## src/rtl/ras_ctrl.sv

```systemverilog
// ras_ctrl: sequencer between the control unit and the 8-entry return-address
// stack. Turns accepted CALL/RET requests into single-cycle push/pop strobes,
// tracks how many entries are live, raises sticky overflow/underflow flags and
// returns the popped address to the PC-select logic.
module ras_ctrl #(
    parameter int ADDR_W = 12,
    parameter int DEPTH  = 8,
    parameter int CNT_W  = $clog2(DEPTH + 1)
) (
    input  logic              clk,
    input  logic              rst,
    input  logic              call_req,
    input  logic              ret_req,
    input  logic [ADDR_W-1:0] call_addr,
    output logic              req_ready,
    output logic              stk_push,
    output logic              stk_pop,
    output logic [ADDR_W-1:0] stk_addr,
    input  logic [ADDR_W-1:0] stk_top,
    output logic              ret_valid,
    output logic [ADDR_W-1:0] ret_target,
    output logic [CNT_W-1:0]  depth,
    output logic              full,
    output logic              empty,
    output logic              ovf_err,
    output logic              unf_err,
    input  logic              err_clr
);

    localparam logic [CNT_W-1:0] DEPTH_MAX = CNT_W'(DEPTH);
    localparam logic [CNT_W-1:0] CNT_ONE   = CNT_W'(1);

    typedef enum logic [1:0] {
        IDLE = 2'd0,
        PUSH = 2'd1,
        READ = 2'd2,
        POP  = 2'd3
    } state_t;

    state_t            r_state;
    logic              r_ready;
    logic              r_push;
    logic              r_pop;
    logic [ADDR_W-1:0] r_addr;
    logic              r_ret_valid;
    logic [ADDR_W-1:0] r_ret_target;
    logic [CNT_W-1:0]  r_depth;
    logic              r_ovf;
    logic              r_unf;

    logic              w_full;
    logic              w_empty;

    // Full/empty come straight from the registered depth so they never lag it.
    assign w_full  = (r_depth == DEPTH_MAX);
    assign w_empty = (r_depth == '0);

    // Request sequencer: strobes, depth, return target and sticky errors all
    // change on the same edge; RET wins over CALL when both are presented.
    always_ff @(posedge clk) begin
        if (rst) begin
            r_state      <= IDLE;
            r_ready      <= 1'b1;
            r_push       <= 1'b0;
            r_pop        <= 1'b0;
            r_addr       <= '0;
            r_ret_valid  <= 1'b0;
            r_ret_target <= '0;
            r_depth      <= '0;
            r_ovf        <= 1'b0;
            r_unf        <= 1'b0;
        end else begin
            r_push      <= 1'b0;
            r_pop       <= 1'b0;
            r_ret_valid <= 1'b0;

            if (err_clr) begin
                r_ovf <= 1'b0;
                r_unf <= 1'b0;
            end

            case (r_state)
                IDLE: begin
                    if (ret_req) begin
                        if (w_empty) begin
                            r_unf <= 1'b1;
                        end else begin
                            r_state <= READ;
                            r_ready <= 1'b0;
                        end
                    end else if (call_req) begin
                        if (w_full) begin
                            r_ovf <= 1'b1;
                        end else begin
                            r_state <= PUSH;
                            r_ready <= 1'b0;
                            r_push  <= 1'b1;
                            r_addr  <= call_addr;
                            r_depth <= r_depth + CNT_ONE;
                        end
                    end
                end
                PUSH: begin
                    r_state <= IDLE;
                    r_ready <= 1'b1;
                end
                READ: begin
                    r_state      <= POP;
                    r_ret_target <= stk_top;
                    r_pop        <= 1'b1;
                    r_ret_valid  <= 1'b1;
                    r_depth      <= r_depth - CNT_ONE;
                end
                POP: begin
                    r_state <= IDLE;
                    r_ready <= 1'b1;
                end
                default: begin
                    r_state <= IDLE;
                    r_ready <= 1'b1;
                end
            endcase
        end
    end

    assign req_ready  = r_ready;
    assign stk_push   = r_push;
    assign stk_pop    = r_pop;
    assign stk_addr   = r_addr;
    assign ret_valid  = r_ret_valid;
    assign ret_target = r_ret_target;
    assign depth      = r_depth;
    assign full       = w_full;
    assign empty      = w_empty;
    assign ovf_err    = r_ovf;
    assign unf_err    = r_unf;

endmodule

```

## config.mk

```make
export PLATFORM = sky130hd
export DESIGN_NAME = ras_ctrl
export DESIGN_NICKNAME = d
export VERILOG_FILES = /design/src/rtl/ras_ctrl.sv
export SDC_FILE = /design/constraint.sdc
export NUM_CORES = 1
export LEC_CHECK = 0
export CORE_MARGIN = 4
export CORE_UTILIZATION = 40
export CTS_CLUSTER_DIAMETER = 30
export DETAILED_ROUTE_END_ITERATION = 6
export PLACE_DENSITY = 0.79
export SETUP_SLACK_MARGIN = 0.1
export SLEW_MARGIN = 20
export SYNTH_ARGS = -nofsm -noshare
export SYNTH_HDL_FRONTEND = slang
export SYNTH_SLANG_ARGS = --single-unit
```

## constraint.sdc

```tcl
create_clock -name clk -period 2.42 [get_ports clk]
set_clock_uncertainty 0.05 [all_clocks]
set_input_delay 0.605 -clock clk [delete_from_list [all_inputs] [get_ports clk]]
set_output_delay 0.605 -clock clk [all_outputs]
set_load 0.02 [all_outputs]
```

# After elaboration in Yosys (flattened, before gate mapping)
# Cells that the tools add are included.
# Widths: inputs -> output; s select.
[classes]
n_addsub = 2
eq_ne = 10
mux = 25
bitwise = 4
reduce_logical = 10
[op_table]
columns = ["cell", "n"]
rows = [
  ["$mux 1", 15],
  ["$mux 4", 3],
  ["$reduce_and 4->1", 3],
  ["$ne 3x3->1 const B", 3],
  ["$mux 2", 4],
  ["$pmux 4 s2", 1],
  ["$ne 2x2->1 const B", 3],
  ["$pmux 2 s3", 1],
  ["$add 4x1->4 const B", 1],
  ["$eq 2x2->1 const B", 2],
  ["$eq 4x4->1 const B", 1],
  ["$logic_not 4->1", 1],
  ["$not 1->1", 4],
  ["$reduce_bool 2->1", 2],
  ["$reduce_or 4->1", 1],
  ["$sub 4x1->4 const B", 1],
  ["$reduce_and 3->1", 1],
  ["$eq 2x1->1 const B", 1],
  ["$logic_not 2->1", 1],
  ["$pmux 1 s2", 1],
  ["$reduce_or 2->1", 1],
]
[word_totals]
reg_bits = 35
input_bits = 29
out_inout_bits = 36

# Logic depth before layout (Yosys ltp)
# Gate-level depths: netlist of run 1.
[logic_depth]
word_depth = 5
depth_mapped = 8
ltp_nobuf = 6

# Worst setup path before layout of run 1
# Ideal clock, no wire load.
[synth_path]
path_type = "register -> register"
from = "register r_state[0]"
to = "register r_depth[2] (netlist: depth[2])"
t_arrival_ns = 1.904
setup_slack_ns = 0.387
path_stages_with_launch = 9
path_buffers = 2
cell_sequence = "dfxtp_1 -> nand2b_1 -> clkbuf_1 -> buf_1 -> xnor2_1 -> ha_1 -> o31ai_1 -> or3_1 -> o211ai_1"
[synth_between]
elab_chain_len = 3
[synth_lines]
columns = ["item", "line", "rtl"]
rows = [
  ["start, declared", "40", "state_t r_state;"],
  ["start signal, assigned", "62", "r_state <= IDLE;"],
  ["start signal, assigned", "88", "r_state <= READ;"],
  ["start signal, assigned", "95", "r_state <= PUSH;"],
  ["$eq 2x2->1 / $logic_not 2->1 (equally long branches)", "82", "case (r_state)"],
  ["$reduce_bool 2->1 (no line) / $ne 2x2->1 (equally long branches)", "n/a", ""],
  ["$reduce_and 4->1 (no line)", "n/a", ""],
  ["end signal, assigned", "99", "r_depth <= r_depth + CNT_ONE;"],
  ["end signal, assigned", "112", "r_depth <= r_depth - CNT_ONE;"],
  ["end, declared", "47", "logic [CNT_W-1:0] r_depth;"],
]
# Parallel ways exist; a longest one is shown, timed or not.
# A chain may end at the register's enable or synchronous reset.

# Worst setup path in the final report of run 1
[layout_path]
from = "register r_depth[1] (netlist: depth[1])"
to = "output port empty"
[layout_between]
elab_chain_len = 1
[layout_lines]
columns = ["item", "line", "rtl"]
rows = [
  ["$logic_not 4->1", "56", "assign w_empty = (r_depth == '0);"],
  ["end, declared", "24", "output logic empty,"],
]
# No other way between the ends.

==> metrics.txt, run 1 <==
Worst Tran Pin Value between 200 and 300 ps; sw frac 0.339; Synth-to-Final Area Change 59.9%; Clock power frac 0.220; Max Cap Violations 0; share of layout cells above drive strength 1 0.105; Max Buffers Root-to-Sink 2; cts hold-fix bufs 0; Synth Area in Adders 0.00920; area of the multi-input gates approximately 600 µm²; TritonRoute pass-1 iters 4; Mapped Area 1360 µm²; Peak supply drop 549 µV; DR vias 1,327; Post-synth EDFFs 0; Synth Area in Simple Gates 0.256; DRC 0; Final WS setup between 200 and 250 ps; Core Area 3150 µm²; # placed instances 273; WHS Path Cells 2; first-pass GRT wire length 5.45 mm; crit path max fanout 3; Total GRT Usage 0.167; ys async rst share 0; mean routed wirelength per cell 12.1 µm; Worst Setup SP depth[1]; Setup CP Type reg2out; die area around 4400 µm²; antenna cells 0; fillcell total 272; Detailed Route WL 3.41 mm; reg2reg start r_state[0]; Psw 0.000674 W; combinational share of power 0.413; number of port buffers 64; Avg Synthesized Cell Area 8.19 µm²; Max Slew Vio Count 0; main combinational cell family by area after synthesis simple AND/OR/NAND/NOR gates; Die H 66.3 µm; Mapped Nets 196; vias in the first global route 1,273; CP endpoint kind output pin; final non-filler cell total ~280; leakage 0.803 nW; CTS tree built; Internal Power roughly 0.0013 W; Ys Warns 0; Nets 266; compound-gate portion of the synthesized area 0.150; DR vias/cell 4.72; pre-CTS setup slack 105 ps; grt total ovfl 0; CP required 1760 ps; post-synthesis mux area share 0.00736; crit path time final about 2200 ps; H-tree depth 2; R2R depth 5; standard-cell rows 20; path category of the worst min-delay check reg2reg; top cells by area, synth dfxtp_1, nand2_1, a21oi_1; starting density of the core 0.431; Synth Area in XOR/XNOR 0.0129; post-synth top area cell dfxtp_1; RePlAce Congestion 0.749; top cell type's share of synthesized area 0.515; unrepaired setup endpoints after global routing false; largest net degree at the start of global routing 21; CTS root buffer clkbuf_4; status finished clean; PD cells 914 nW/µm²; Rel. slew slack 0.823; Sequential Area 701 µm²; final setup fails 0; Worst-path clk slew 110 ps; Yosys reg bits 35; Crit path arrival time 1520 ps; Seq pwr share 0.366; Final Hold Vio Count 0; HPWL Detailed 2.60 mm; synth unique cells 33; Setup crit start kind flop; cts bufs inserted 5; TNS Setup 0 ps; remaining antenna violation count 0; dominant synthesized flop cell dfxtp_1; Final period util 0.898; Die W ~66 µm; clk_lat worst skew 350 ps; fmax 460 MHz; Iter 0 DRT Violations 73; hold_sp ret_target[9]; initial antenna violation count 0; sequential fraction of the synthesis area 0.515; Ports 65; Mapped Cells approximately 170; CTS sink cnt 35
## Yosys cell counts, types with 3 or more instances
master	n
nand2_1	48
dfxtp_1	35
clkbuf_1	7
nor2_1	8
buf_2	3
inv_1	3
nand3_1	3
a21oi_1	26
nor3_1	4
## state kept, by name (all words and copies together) (netlist names)
register / count
ret_target: 12
stk_addr: 12
depth: 4
r_state: 2
ovf_err: 1
req_ready: 1
ret_valid: 1
stk_push: 1
unf_err: 1
## critical path, cell delays in order (launching register included)
cell and delay, ps:
dfxtp_1 320, or3_1 390, or2_4 250, inv_1 80, buf_4 140
## layout by cell type, fill, tap and decap left out, types with 2 or more instances in the layout
cell	count
a21oi_1	26
buf_4	13
clkbuf_4	5
clkdlybuf4s50_1	62
dfxtp_1	35
inv_1	3
nand2_1	48
nand3_1	3
nor2_1	8
nor3_1	4
nor3b_1	2
o21ai_0	2
or3_1	2
xnor2_1	2
## cell families after synthesis
group	Yosys count
xor+xnor	2
mux	1
buf+inv	16
compound gates	36
flops	35
fa+ha+maj	1
simple gates	75
## metrics by stage
stage / total power (W) / util / hold WS, ps / area, µm²
after floorplan: 0.00120 / - / 466 / 1360
after global placement: 0.00156 / 0.663 / 390 / 2090
after detailed placement: 0.00157 / 0.663 / 396 / 2090
after CTS: 0.00199 / 0.688 / 410 / 2170
after global routing: 0.00212 / 0.690 / 430 / 2170
final: 0.00199 / 0.690 / 408 / 2170
## power groups by stage
stage	combinational, W	sequential (W)	clock, W
global route	0.000898	0.000741	0.000478
finish	0.000821	0.000728	0.000437
CTS	0.000814	0.000729	0.000446
floorplan	0.000344	0.000858	0
detailed placement	0.000825	0.000743	0
global placement	0.000817	0.000739	0
## routing by layer
layer  vias up  routed length [µm]  track usage
met2        42                1580        0.275
met4         0                  91       0.0914
met1       583                1430        0.169
met3        10                 305       0.0884
met5         -                   0            0
li1        692                   -            -
## final timing paths
kind / end / slack, ps
max: empty / 250
min: ret_target[9] / 410
max reg2reg: stk_addr[0] / 690
min reg2reg: ret_target[9] / 410
## cell type report
type | instances | share of cell area
Sequential cell | 35 | 0.322
Tap cell | 44 | 0.0253
Timing Repair Buffer | 76 | 0.334
Clock inverter | 2 | 0.0161
Clock buffer | 6 | 0.0236
Inverter | 3 | 0.00518
Multi-Input combinational cell | 115 | 0.273
## what timing repair did
action | 4_1_cts | 5_1_grt
setup buffers | 0 | 0
setup endpoints to repair | 2 | 1
resized for setup | 5 | 2
No activity file was read; power rests on OpenSTA's default activity.
==> run 2, diff against run 1 <==
--- a/config.mk
+++ b/config.mk
@@ -7,7 +7,7 @@
 export LEC_CHECK = 0
 export CORE_MARGIN = 4
 export CORE_UTILIZATION = 40
-export CTS_CLUSTER_DIAMETER = 30
+export CTS_CLUSTER_DIAMETER = 150
 export DETAILED_ROUTE_END_ITERATION = 6
 export PLACE_DENSITY = 0.79
 export SETUP_SLACK_MARGIN = 0.1
==> constraint.sdc (replaced) <==
create_clock -name clk -period 2.2 [get_ports clk]
set_clock_uncertainty 0.05 [all_clocks]
set_input_delay 0.55 -clock clk [delete_from_list [all_inputs] [get_ports clk]]
set_output_delay 0.55 -clock clk [all_outputs]
set_load 0.02 [all_outputs]
==> run 2 against run 1 <==
Against the previous run:
- register-to-register slack got worse by 230 ps
- first-iteration DRC count shrank 44%
- sequential cell count did not move
- critical path depth did not move
- largest power group unchanged
- highest routed layer unchanged
- combinational power up 12%
==> metrics.txt, run 2 (synthesized netlist as in run 1, its figures left out) <==
Worst Tran Pin Value 474 ps (+209 ps); Die W 66.3 µm (unchanged); crit path cell chain or3_4 -> or2_4 -> inv_2 -> buf_6; Final Hold Vio Count 0 (unchanged); cts bufs inserted 5 (unchanged); CTS sink cnt 35 (unchanged); TNS Setup 0 ps (unchanged); Worst-path clk slew 110 ps (about the same); clk_lat worst skew 350 ps (about the same); Detailed Route WL 3.61 mm (+5.7%); crit path max fanout 3 (unchanged); Synth-to-Final Area Change 60.9%; Layout Utilization 0.694 (+0.00436); fmax 480 MHz; most common cell after layout, fill and taps aside clkdlybuf4s50_1; Core Area 3150 µm² (unchanged); initial antenna violation count 0 (unchanged); Max Cap Violations 0 (unchanged); final setup fails 0 (unchanged); # placed instances 274 (+0.37%); Total GRT Usage 0.175 (+0.00819); Max Buffers Root-to-Sink 2 (unchanged); path category of the worst min-delay check reg2reg; standard-cell rows 20 (unchanged); Setup crit start kind flop; DR vias/cell 4.76 (+0.85%); DR vias 1,343 (+1.2%); Iter 0 DRT Violations 41 (-44%); Final period util 0.946; first-pass GRT wire length 5.70 mm (+4.5%); unrepaired setup endpoints after global routing true; fillcell total 288 (+5.9%); Final WS setup 118 ps (-129 ps); Ports 65 (unchanged); status finished clean; Slowest-stage cell, CP or3_4; RePlAce Congestion 0.750 (+0.19%); die area 4400 µm² (unchanged); PD cells 1010 nW/µm² (+11%); leakage 0.827 nW (+3.1%); CTS root buffer clkbuf_4; Die H 66.3 µm (unchanged); crit path time final 2080 ps; CP endpoint kind output pin; largest net degree at the start of global routing 21 (unchanged); Worst path max stage delay 380 ps (about the same); share of layout cells above drive strength 1 0.126 (+0.0206); Nets 267 (+0.38%); HPWL Detailed 2.62 mm (+0.75%); vias in the first global route 1,274 (+0.079%); pre-CTS setup slack -73.1 ps (-179 ps); Crit path arrival time 1480 ps (-40 ps); starting density of the core 0.431 (unchanged); antenna cells 0 (unchanged); mean routed wirelength per cell 12.8 µm (+5.3%); final non-filler cell total 282 (+0.36%); TritonRoute pass-1 iters 4 (unchanged); Max Slew Vio Count 0 (unchanged); grt total ovfl 0 (unchanged); worst hold slack 408 ps (+0.550 ps); Peak supply drop 593 µV (+8.1%); Setup CP Type reg2out; H-tree depth 2 (unchanged); most frequent cells in the layout clkdlybuf4s50_1, nand2_1, dfxtp_1, a21oi_1, buf_4; CTS tree built; remaining antenna violation count 0 (unchanged); number of port buffers 64 (unchanged); CP required 1600 ps (-160 ps); Rel. slew slack 0.683 (-0.139); DRC 0 (unchanged)
-- run 2: cell count changes in the layout (fill, tap and decap cells not counted), sizes merged --
cell	previous run	this run
dlygate4sd2	1	2
clkdlybuf4s50	62	59
dlymetal6s2s	0	1
buf	13	14
clkbuf	6	7
-- run 2: repair_timing --
action,CTS,global route
hold buffers,0,0
endpoints found under the hold margin,0,0
resized for setup,12,4
setup buffers,0,0
pin swaps,0,0
endpoints found under the setup margin,4,3
-- run 2: per-layer routing --
metal / up-vias / routed length, µm / track usage
met5: - / 0 / 0
met4: 0 / 87 / 0.107
met3: 8 / 269 / 0.0646
met2: 39 / 1690 / 0.287
met1: 606 / 1560 / 0.190
li1: 690 / - / -
-- run 2: power by group --
group / leakage, nW / switching, W / internal (W)
Combinational: 0.493 / 0.000471 / 0.000451
Sequential: 0.286 / 0.0000661 / 0.000739
Clock: 0.0482 / 0.000221 / 0.000268
-- run 2: critical path, delay by kind of cell, from the launching register on --
| kind | cells | cell delay [ps] |
|---|---|---|
| DFF | 1 | 340 |
| buffers and inverters | 2 | 170 |
| and+or+nand+nor | 2 | 630 |
-- run 2: metrics by stage --
stage                     total power, W  instance area [µm²]
after floorplan                  0.00132                 1360
after global placement           0.00171                 2100
after detailed placement         0.00173                 2100
after CTS                        0.00224                 2190
after global routing             0.00235                 2190
final                            0.00222                 2190
-- run 2: layout make-up --
class                   instances  area (µm²)  area share
clock buffers                   6        51.3      0.0234
flip-flops and latches         35         702       0.321
repair buffers                 77         734       0.336
well taps                      44        55.1      0.0252
clock inverters                 2        35.0      0.0160
inverters                       3        11.3     0.00515
multi-input cells             115         599       0.274
-- run 2: final timing paths --
kind	cells after the start	start	to	slack (ps)
setup / recovery	4	depth[1]	empty	120
hold / removal	2	ret_target[11]	ret_target[11]	410
setup reg to reg	5	r_state[0]	stk_addr[7]	460
hold reg to reg	2	ret_target[11]	ret_target[11]	410
